`src/rtl/alu_pkg.sv`:
```
// Shared definitions for the ALU and its operand sequencer.
//   - opcode constants (4-bit)
//   - flag bit positions within the 5-bit flag vector {err,neg,zero,carry,ovf}
//   - seq_state_t: sequencer phase encoding, also shown on the phase LEDs
package alu_pkg;

   localparam logic [3:0] OP_ADD = 4'b0000;
   localparam logic [3:0] OP_SUB = 4'b0001;
   localparam logic [3:0] OP_MUL = 4'b0010;
   localparam logic [3:0] OP_DIV = 4'b0011;
   localparam logic [3:0] OP_MOD = 4'b0100;
   localparam logic [3:0] OP_AND = 4'b0101;
   localparam logic [3:0] OP_OR  = 4'b0110;
   localparam logic [3:0] OP_XOR = 4'b0111;
   localparam logic [3:0] OP_SHL = 4'b1000;
   localparam logic [3:0] OP_SHR = 4'b1001;

   localparam int unsigned F_ERR   = 4;
   localparam int unsigned F_NEG   = 3;
   localparam int unsigned F_ZERO  = 2;
   localparam int unsigned F_CARRY = 1;
   localparam int unsigned F_OVF   = 0;

   typedef enum logic [2:0] {
      SEQ_GET_A  = 3'd0,
      SEQ_GET_B  = 3'd1,
      SEQ_GET_OP = 3'd2,
      SEQ_EXEC   = 3'd3,
      SEQ_SHOW   = 3'd4
   } seq_state_t;

endpackage

```
`src/rtl/alu_operand_sequencer_btn_sync_edge.sv`:
```
// btn_sync_edge: synchronizes an asynchronous active-high button and emits a
// single-cycle pulse on its rising edge. A held button gives exactly one pulse.
// Ports:
//   clk    in   system clock
//   rst    in   synchronous active-high reset (clears all flops)
//   btn    in   asynchronous button level
//   pulse  out  one-cycle pulse on the synchronized rising edge
module btn_sync_edge #(
   parameter int unsigned SYNC_FF = 2
) (
   input  logic clk,
   input  logic rst,
   input  logic btn,
   output logic pulse
);

   logic [SYNC_FF-1:0] sync;
   logic               prev;

   always_ff @(posedge clk) begin
      if (rst) begin
         sync <= '0;
         prev <= 1'b0;
      end else begin
         sync <= {sync[SYNC_FF-2:0], btn};
         prev <= sync[SYNC_FF-1];
      end
   end

   assign pulse = sync[SYNC_FF-1] & ~prev;

endmodule

```
`src/rtl/alu_operand_sequencer.sv`:
```
// alu_operand_sequencer: collects operand A, operand B and opcode from
// switches (each confirmed by Enter), drives an external combinational ALU,
// and captures its result/flags for display. In accumulate mode the captured
// result becomes the next operand A.
// Ports:
//   clk, rst          system clock, synchronous active-high reset
//   sw, op_sw         operand / opcode switches
//   btn_enter         asynchronous Enter button
//   acc_mode          level: chain result into next A
//   alu_a/b/op        registered ALU inputs
//   alu_y, alu_f      ALU result and flags {err,neg,zero,carry,ovf}
//   result_q, flags_q captured result and flags
//   phase             current state code (0..4)
//   res_valid         captured result is fresh
module alu_operand_sequencer
   import alu_pkg::*;
#(
   parameter int unsigned N       = 4,
   parameter int unsigned SYNC_FF = 2
) (
   input  logic         clk,
   input  logic         rst,
   input  logic [N-1:0] sw,
   input  logic [3:0]   op_sw,
   input  logic         btn_enter,
   input  logic         acc_mode,
   output logic [N-1:0] alu_a,
   output logic [N-1:0] alu_b,
   output logic [3:0]   alu_op,
   input  logic [N-1:0] alu_y,
   input  logic [4:0]   alu_f,
   output logic [N-1:0] result_q,
   output logic [4:0]   flags_q,
   output logic [2:0]   phase,
   output logic         res_valid
);

   localparam logic [2:0] ST_GET_A  = SEQ_GET_A;
   localparam logic [2:0] ST_GET_B  = SEQ_GET_B;
   localparam logic [2:0] ST_GET_OP = SEQ_GET_OP;
   localparam logic [2:0] ST_EXEC   = SEQ_EXEC;
   localparam logic [2:0] ST_SHOW   = SEQ_SHOW;

   logic       enter_p;
   logic [2:0] state;
   logic [2:0] state_next;
   logic       chain;

   btn_sync_edge #(
      .SYNC_FF (SYNC_FF)
   ) u_enter (
      .clk   (clk),
      .rst   (rst),
      .btn   (btn_enter),
      .pulse (enter_p)
   );

   // Chaining is blocked when the captured result is marked invalid.
   assign chain = acc_mode & ~flags_q[F_ERR];

   always_comb begin
      state_next = state;
      case (state)
         ST_GET_A:  if (enter_p) state_next = ST_GET_B;
         ST_GET_B:  if (enter_p) state_next = ST_GET_OP;
         ST_GET_OP: if (enter_p) state_next = ST_EXEC;
         ST_EXEC:   state_next = ST_SHOW;   // enter_p here is dropped
         ST_SHOW:   if (enter_p) state_next = chain ? ST_GET_B : ST_GET_A;
         default:   state_next = ST_GET_A;
      endcase
   end

   always_ff @(posedge clk) begin
      if (rst) begin
         state     <= ST_GET_A;
         alu_a     <= '0;
         alu_b     <= '0;
         alu_op    <= OP_ADD;
         result_q  <= '0;
         flags_q   <= '0;
         res_valid <= 1'b0;
      end else begin
         state <= state_next;
         case (state)
            ST_GET_A: begin
               if (enter_p) begin
                  alu_a     <= sw;
                  res_valid <= 1'b0;
               end
            end
            ST_GET_B: begin
               if (enter_p) alu_b <= sw;
            end
            ST_GET_OP: begin
               if (enter_p) alu_op <= op_sw;
            end
            ST_EXEC: begin
               // Operands were registered on an earlier edge, so alu_y/alu_f are settled.
               result_q  <= alu_y;
               flags_q   <= alu_f;
               res_valid <= 1'b1;
            end
            ST_SHOW: begin
               if (enter_p && chain) begin
                  alu_a     <= result_q;
                  res_valid <= 1'b0;
               end
            end
            default: ;
         endcase
      end
   end

   assign phase = state;

endmodule

```
`config.mk`:
```
export PLATFORM = sky130hd
export DESIGN_NAME = alu_operand_sequencer
export DESIGN_NICKNAME = d
export VERILOG_FILES = /design/src/rtl/alu_pkg.sv /design/src/rtl/alu_operand_sequencer_btn_sync_edge.sv /design/src/rtl/alu_operand_sequencer.sv
export SDC_FILE = /design/constraint.sdc
export NUM_CORES = 1
export LEC_CHECK = 0
export CORE_MARGIN = 2
export CORE_UTILIZATION = 46
export CTS_BUF_LIST = sky130_fd_sc_hd__clkbuf_4 sky130_fd_sc_hd__clkbuf_8
export CTS_CLUSTER_DIAMETER = 150
export DETAILED_ROUTE_END_ITERATION = 10
export PLACE_DENSITY = 0.95
export SYNTH_ARGS = -nofsm -noshare
export SYNTH_HDL_FRONTEND = slang
export SYNTH_HIERARCHICAL = 1
export SYNTH_SLANG_ARGS = --single-unit
```
`constraint.sdc`:
```
create_clock -name clk -period 2.8 [get_ports clk]
set_clock_uncertainty 0.2 [all_clocks]
set_input_delay 0.28 -clock clk [delete_from_list [all_inputs] [get_ports clk]]
set_output_delay 0.28 -clock clk [all_outputs]
set_load 0.03 [all_outputs]
```
==> results of run 1 <==
metal layers:
metal | global-route usage | part of all wire | vias to the layer above
met4 | 0.0726 | 0.0059 | 0
met1 | 0.255 | 0.42 | 425
li1 | - | - | 441
met3 | 0.0457 | 0.056 | 2
met2 | 0.350 | 0.52 | 32
met5 | 0 | 0 | -
sequential cells by signal, summed over array words and instances (netlist names):
signal and cells:
phase 3, u_enter/prev 1, res_valid 1, result_q 4
alu_b 4, alu_op 4, u_enter/sync 2, flags_q 5
alu_a 4
worst max-delay path by stage:
stage	start	to	cells past startpoint
after floorplan	phase[2]	alu_a[0]	4
after global placement	rst	alu_a[3]	2
after detailed placement	rst	alu_a[1]	2
after CTS	phase[0]	phase[0]	1
after global routing	phase[0]	phase[0]	1
final	phase[0]	phase[0]	1
stage by stage:
stage / cells / setup WS (ns) / hold WS (ns)
2_1_floorplan: 105 / 1.08 / 0.152
3_3_place_gp: 173 / 0.922 / 0.221
3_5_place_dp: 173 / 0.914 / 0.239
4_1_cts: 177 / 0.713 / 0.269
5_1_grt: 177 / 0.663 / 0.289
6_report: 177 / 0.719 / 0.266
logic make-up (layout without fill, tap and decap cells):
group / after synthesis / in the layout / share of synthesized area
mux: 20 / 20 / 0.188
simple gates: 37 / 37 / 0.187
flops: 28 / 28 / 0.520
compound gates: 11 / 11 / 0.0696
buf+inv: 9 / 53 / 0.0360
where the power goes:
part	switching, W	total (W)	internal (W)
combinational	0.0000317	0.0000747	0.0000430
sequential	0.00000547	0.000411	0.000405
clock	0.000119	0.000264	0.000145
total	0.000156	0.000749	0.000593
layout by cell type (no fill, tap or decap), drive strengths merged:
cell type      count
a211oi             1
a21oi              5
a221oi             3
a22oi              1
and4bb             1
bufinv             1
clkbuf             3
clkdlybuf4s50     45
dfxtp             28
inv                4
mux2               2
mux2i             18
nand2              1
nand2b             5
nand3              1
nand3b             1
nor2              21
nor2b              5
nor3b              2
o21ai              1
final cells by class:
class,instances,area share
well taps,28,0.0220
repair buffers,45,0.283
inverters,4,0.00943
clock buffers,3,0.0141
flip-flops and latches,28,0.352
clock inverters,1,0.0189
multi-input cells,68,0.301
==> summary.txt, run 1 <==
Tot GR Track Use: 0.206
Post-synthesis register bit count: 28
Area of the core: 2210 sq um
H-tree levels: 1
Register area share after synthesis: 0.520
Top cell type by total area after synthesis: dfxtp_1
Slew HR: 0.370
Critical path class: reg -> out
I/O Pins: 46
Largest net degree at the start of global routing: 29
Footprint of the multi-input gates: 479 sq um
Max FO, Critical Path: 8
Placed inst area: 1540 sq um
Routed WL per cell: 14.4 um
Drc violations: 0
First-pass GRT wire length: 4.15 mm
Most instantiated library cell after synthesis: dfxtp_1
Hold path depth: 1
Critical Path AT: 1.60 ns
NumNets Final: 171
Synth Flop Type: dfxtp_1
# hold bufs at CTS: 0
Worst path required time: 2.32 ns
Clock Latency Late Sink: 0.33 ns
Full die area: 2750 sq um
Worst hold path type: reg -> reg
Initial antenna violation count: 0
Pre-Repair DR Iteration Count: 4
Critical Path, Cell by Cell: clkdlybuf4s50_1
CTS tree: yes
Die width: 52.4 um
Pwr per Cell Area: 470 nW/um^2
Grt ovf: 0
Measured slew at the worst slew-check pin: 0.941 ns
Max Clk Rate: 481 MHz
Std cell rows: 17
Minimum clock period: 2.08 ns
Vias in the first global route: 916
Clk sink count: 28
Final hold violation count: 0
Ys Warns: 6
Setup repair after global routing missed its margin: no
Root Buffer: clkbuf_4
Cell area after synthesis: 1080 sq um
Number of synthesized flops with an enable pin: 0
Final slew viol count: 0
Synth cell count leaders: dfxtp_1, nor2_1, mux2i_1, a21oi_1, nand2b_1
Largest vdd supply drop: 313 uV
Placer Congestion: 0.751
Fin area: 1590 sq um
Register area: 561 sq um
Worst Hold End: u_enter/sync[1]
Die height: 52.4 um
Netlist cell types: 25
Vias per std cell: 5.08
Largest cells by area after synthesis: dfxtp_1, mux2i_1, nor2_1
Hpwl dp: 1.75 mm
P_leak: 0.635 nW
Number of DRC markers in iteration 0: 14
Yosys top cell area share: 0.520
Syn_area_per_cell: 10.3 sq um
Bufs and invs on worst path: 1
Max capacitance violation total: 0
Post-CTS repair timing setup buffer count: 0
CP Capture Type: primary output
Status: completed
Antenna-violating nets left: 0
CTS Buf Count: 3
Fin crit share: 0.743
Synthesis-to-layout area growth: 47.7%
Port bufs: 45
R2r setup slk: 0.97 ns
Inserted Diodes: 0
Via count: 900
Synthesized net count: 126
Fill count: 171
Post-Route WL: 2.54 mm
Ys async rst share: 0
Post_cts resized: 0
Reg-to-Reg End: result_q[1]
Fin util: 0.720
Total Negative Setup Slacks: 0 ns
CP top delay family: buffers and inverters
Delay of the slowest critical-path stage: 0.75 ns
Slowest CP cell: clkdlybuf4s50_1
Initial Util: 0.488
Design Power: 0.000749 W
Post-Syn Instances: 105
Worst R2R Path Depth: 3
Hold Crit Start: u_enter/sync[0]
Max clock buf depth: 2
Layout cells sized above 1: 0.0671
Final Setup Violations: 0
Clock transition at the registers of the reported paths: 0.14 ns
R2r startpoint: phase[0]
CP Launch Type: flop
Power figures use the tool's default switching activity.
==> run 2, diff against run 1 <==
CORE_UTILIZATION = 43   (was 46)
PLACE_DENSITY = 0.9   (was 0.95)
clock period = 2.1 ns   (was 2.8 ns; I/O delays follow)
==> run 2 against run 1 <==
Effect of this change: register-to-register slack worse by 0.55 ns; die area up 6.4%; utilization down 5.8 points; sequential power up 33%; largest power group unchanged.
==> summary.txt, run 2 (synthesized netlist as in run 1, its figures left out) <==
Status: completed
Delay of the slowest critical-path stage: 0.73 ns (-0.02 ns)
Hold path depth: 2 (+1)
Die width: 54.1 um (+3.2%)
Die height: 54.1 um (+3.2%)
Max FO, Critical Path: 8 (unchanged)
Logic pwr share: 0.100 (about the same)
Layout cells sized above 1: 0.0795 (+0.0124)
Clk sink count: 28 (unchanged)
Antenna-violating nets left: 0 (unchanged)
Worst R2R Path Depth: 4 (+1)
Sw power: 0.000200 W (+28%)
Max reg flops: 5 (unchanged)
CTS tree: yes
Top reg by flops: flags_q
Grt ovf: 0 (unchanged)
Slew HR: 0.777 (+0.406)
Vias per std cell: 4.90 (-3.6%)
CP Capture Type: primary output
Setup repair after global routing missed its margin: no
Drc violations: 0 (unchanged)
Post_cts resized: 0 (unchanged)
Largest vdd supply drop: 478 uV (+53%)
Routed WL per cell: 13.2 um (-8.1%)
Placed inst area: 1560 sq um (+1.1%)
CTS Buf Count: 3 (unchanged)
Worst path required time: 1.69 ns (-0.63 ns)
# hold bufs at CTS: 0 (unchanged)
Clock network power share: 0.348 (-0.004)
Clock transition at the registers of the reported paths: 0.15 ns (about the same)
Bufs and invs on worst path: 1 (unchanged)
Final hold violation count: 0 (unchanged)
NumNets Final: 173 (+1.2%)
Area of the core: 2430 sq um (+10%)
R2r startpoint: u_enter/sync[1]
I/O Pins: 46 (unchanged)
First-pass GRT wire length: 3.56 mm (-14%)
Start point of the critical path: phase[0]
Post-Route WL: 2.39 mm (-6.1%)
Total Negative Setup Slacks: 0 ns (unchanged)
H-tree levels: 1 (unchanged)
Reg-to-Reg End: alu_a[2]
Clock Latency Late Sink: 0.32 ns (about the same)
R2r setup slk: 0.42 ns (-0.55 ns)
Critical Path, Cell by Cell: clkdlybuf4s50_1
Sequential Power Share: 0.552 (+0.004)
Inserted Diodes: 0 (unchanged)
Measured slew at the worst slew-check pin: 0.335 ns (-0.607 ns)
Critical path class: reg -> out
Number of DRC markers in iteration 0: 14 (unchanged)
Sw Ratio: 0.202 (-0.00643)
Hpwl dp: 1.88 mm (+7.5%)
Initial Util: 0.443 (-0.0441)
Root Buffer: clkbuf_4
Full die area: 2920 sq um (+6.4%)
CP top delay family: buffers and inverters
Register area: 561 sq um (unchanged)
Tot GR Track Use: 0.174 (-0.0324)
Most common cell after layout, fill and taps aside: clkdlybuf4s50_1
Placer Congestion: 0.730 (-2.7%)
Final Setup Violations: 0 (unchanged)
Std cell rows: 18 (+1)
Largest net degree at the start of global routing: 29 (unchanged)
Slowest CP cell: clkdlybuf4s50_1
Worst Hold End: u_enter/sync[0]
Post-CTS repair timing setup buffer count: 0 (unchanged)
P_int: 0.000792 W (+33%)
Port bufs: 45 (unchanged)
P_leak: 0.644 nW (+1.4%)
Fin area: 1610 sq um (+1.1%)
Initial antenna violation count: 0 (unchanged)
Minimum clock period: 1.99 ns
Fill count: 203 (+19%)
CP Launch Type: flop
Final slew viol count: 0 (unchanged)
Pwr per Cell Area: 616 nW/um^2 (+31%)
Footprint of the multi-input gates: 479 sq um (unchanged)
Via count: 887 (-1.4%)
Pre-Repair DR Iteration Count: 4 (unchanged)
Fin crit share: 0.948
Critical Path AT: 1.58 ns (-0.02 ns)
Max Clk Rate: 502 MHz
Hold Crit Start: btn_enter
Most frequent cells in the layout: clkdlybuf4s50_1, dfxtp_1, nor2_1, mux2i_1
Synthesis-to-layout area growth: 49.3%
Max clock buf depth: 2 (unchanged)
Vias in the first global route: 805 (-12%)
Max capacitance violation total: 0 (unchanged)
Worst hold path type: in -> reg
## run 2: cell count changes in the layout (fill, tap and decap cells not counted), sizes merged
cell  delta
buf      +2
## run 2: final cells by class
cell class              count  share of cell area
multi-input cells          68               0.298
inverters                   4             0.00932
well taps                  30              0.0233
clock buffers               3              0.0140
flip-flops and latches     28               0.348
repair buffers             47               0.289
clock inverters             1              0.0186
## run 2: how the worst max path moves through the flow
stage                to  slack [ns]  cells past startpoint
2_1_floorplan  alu_a[0]        0.38                      4
3_3_place_gp   alu_a[3]        0.46                      5
3_5_place_dp   alu_a[2]        0.38                      5
4_1_cts        phase[0]        0.09                      1
5_1_grt        phase[0]        0.02                      1
6_report       phase[0]        0.11                      1
## run 2: stage by stage
stage	total power [W]	setup slack, ns	std cells	hold WS (ns)	util
2_1_floorplan	0.000601	0.376	105	0.0816	-
6_report	0.000992	0.108	181	0.231	0.662
3_3_place_gp	0.000656	0.462	177	0.224	0.640
5_1_grt	0.00103	0.0227	181	0.218	0.662
4_1_cts	0.00100	0.0884	181	0.222	0.662
3_5_place_dp	0.000659	0.376	177	0.228	0.640
## run 2: power by group through the flow
stage | registers, W | clock network [W] | logic, W
floorplan | 0.000571 | 0 | 0.0000295
global placement | 0.000558 | 0 | 0.0000972
detailed placement | 0.000559 | 0 | 0.000100
CTS | 0.000548 | 0.000357 | 0.000100
global route | 0.000549 | 0.000376 | 0.000107
finish | 0.000548 | 0.000345 | 0.0000995
## run 2: per-layer routing
layer,part of all wire,global-route usage,vias up
li1,-,-,448
met2,0.51,0.305,30
met3,0.054,0.0278,4
met4,0.023,0.117,0
met5,0,0,-
met1,0.41,0.191,405
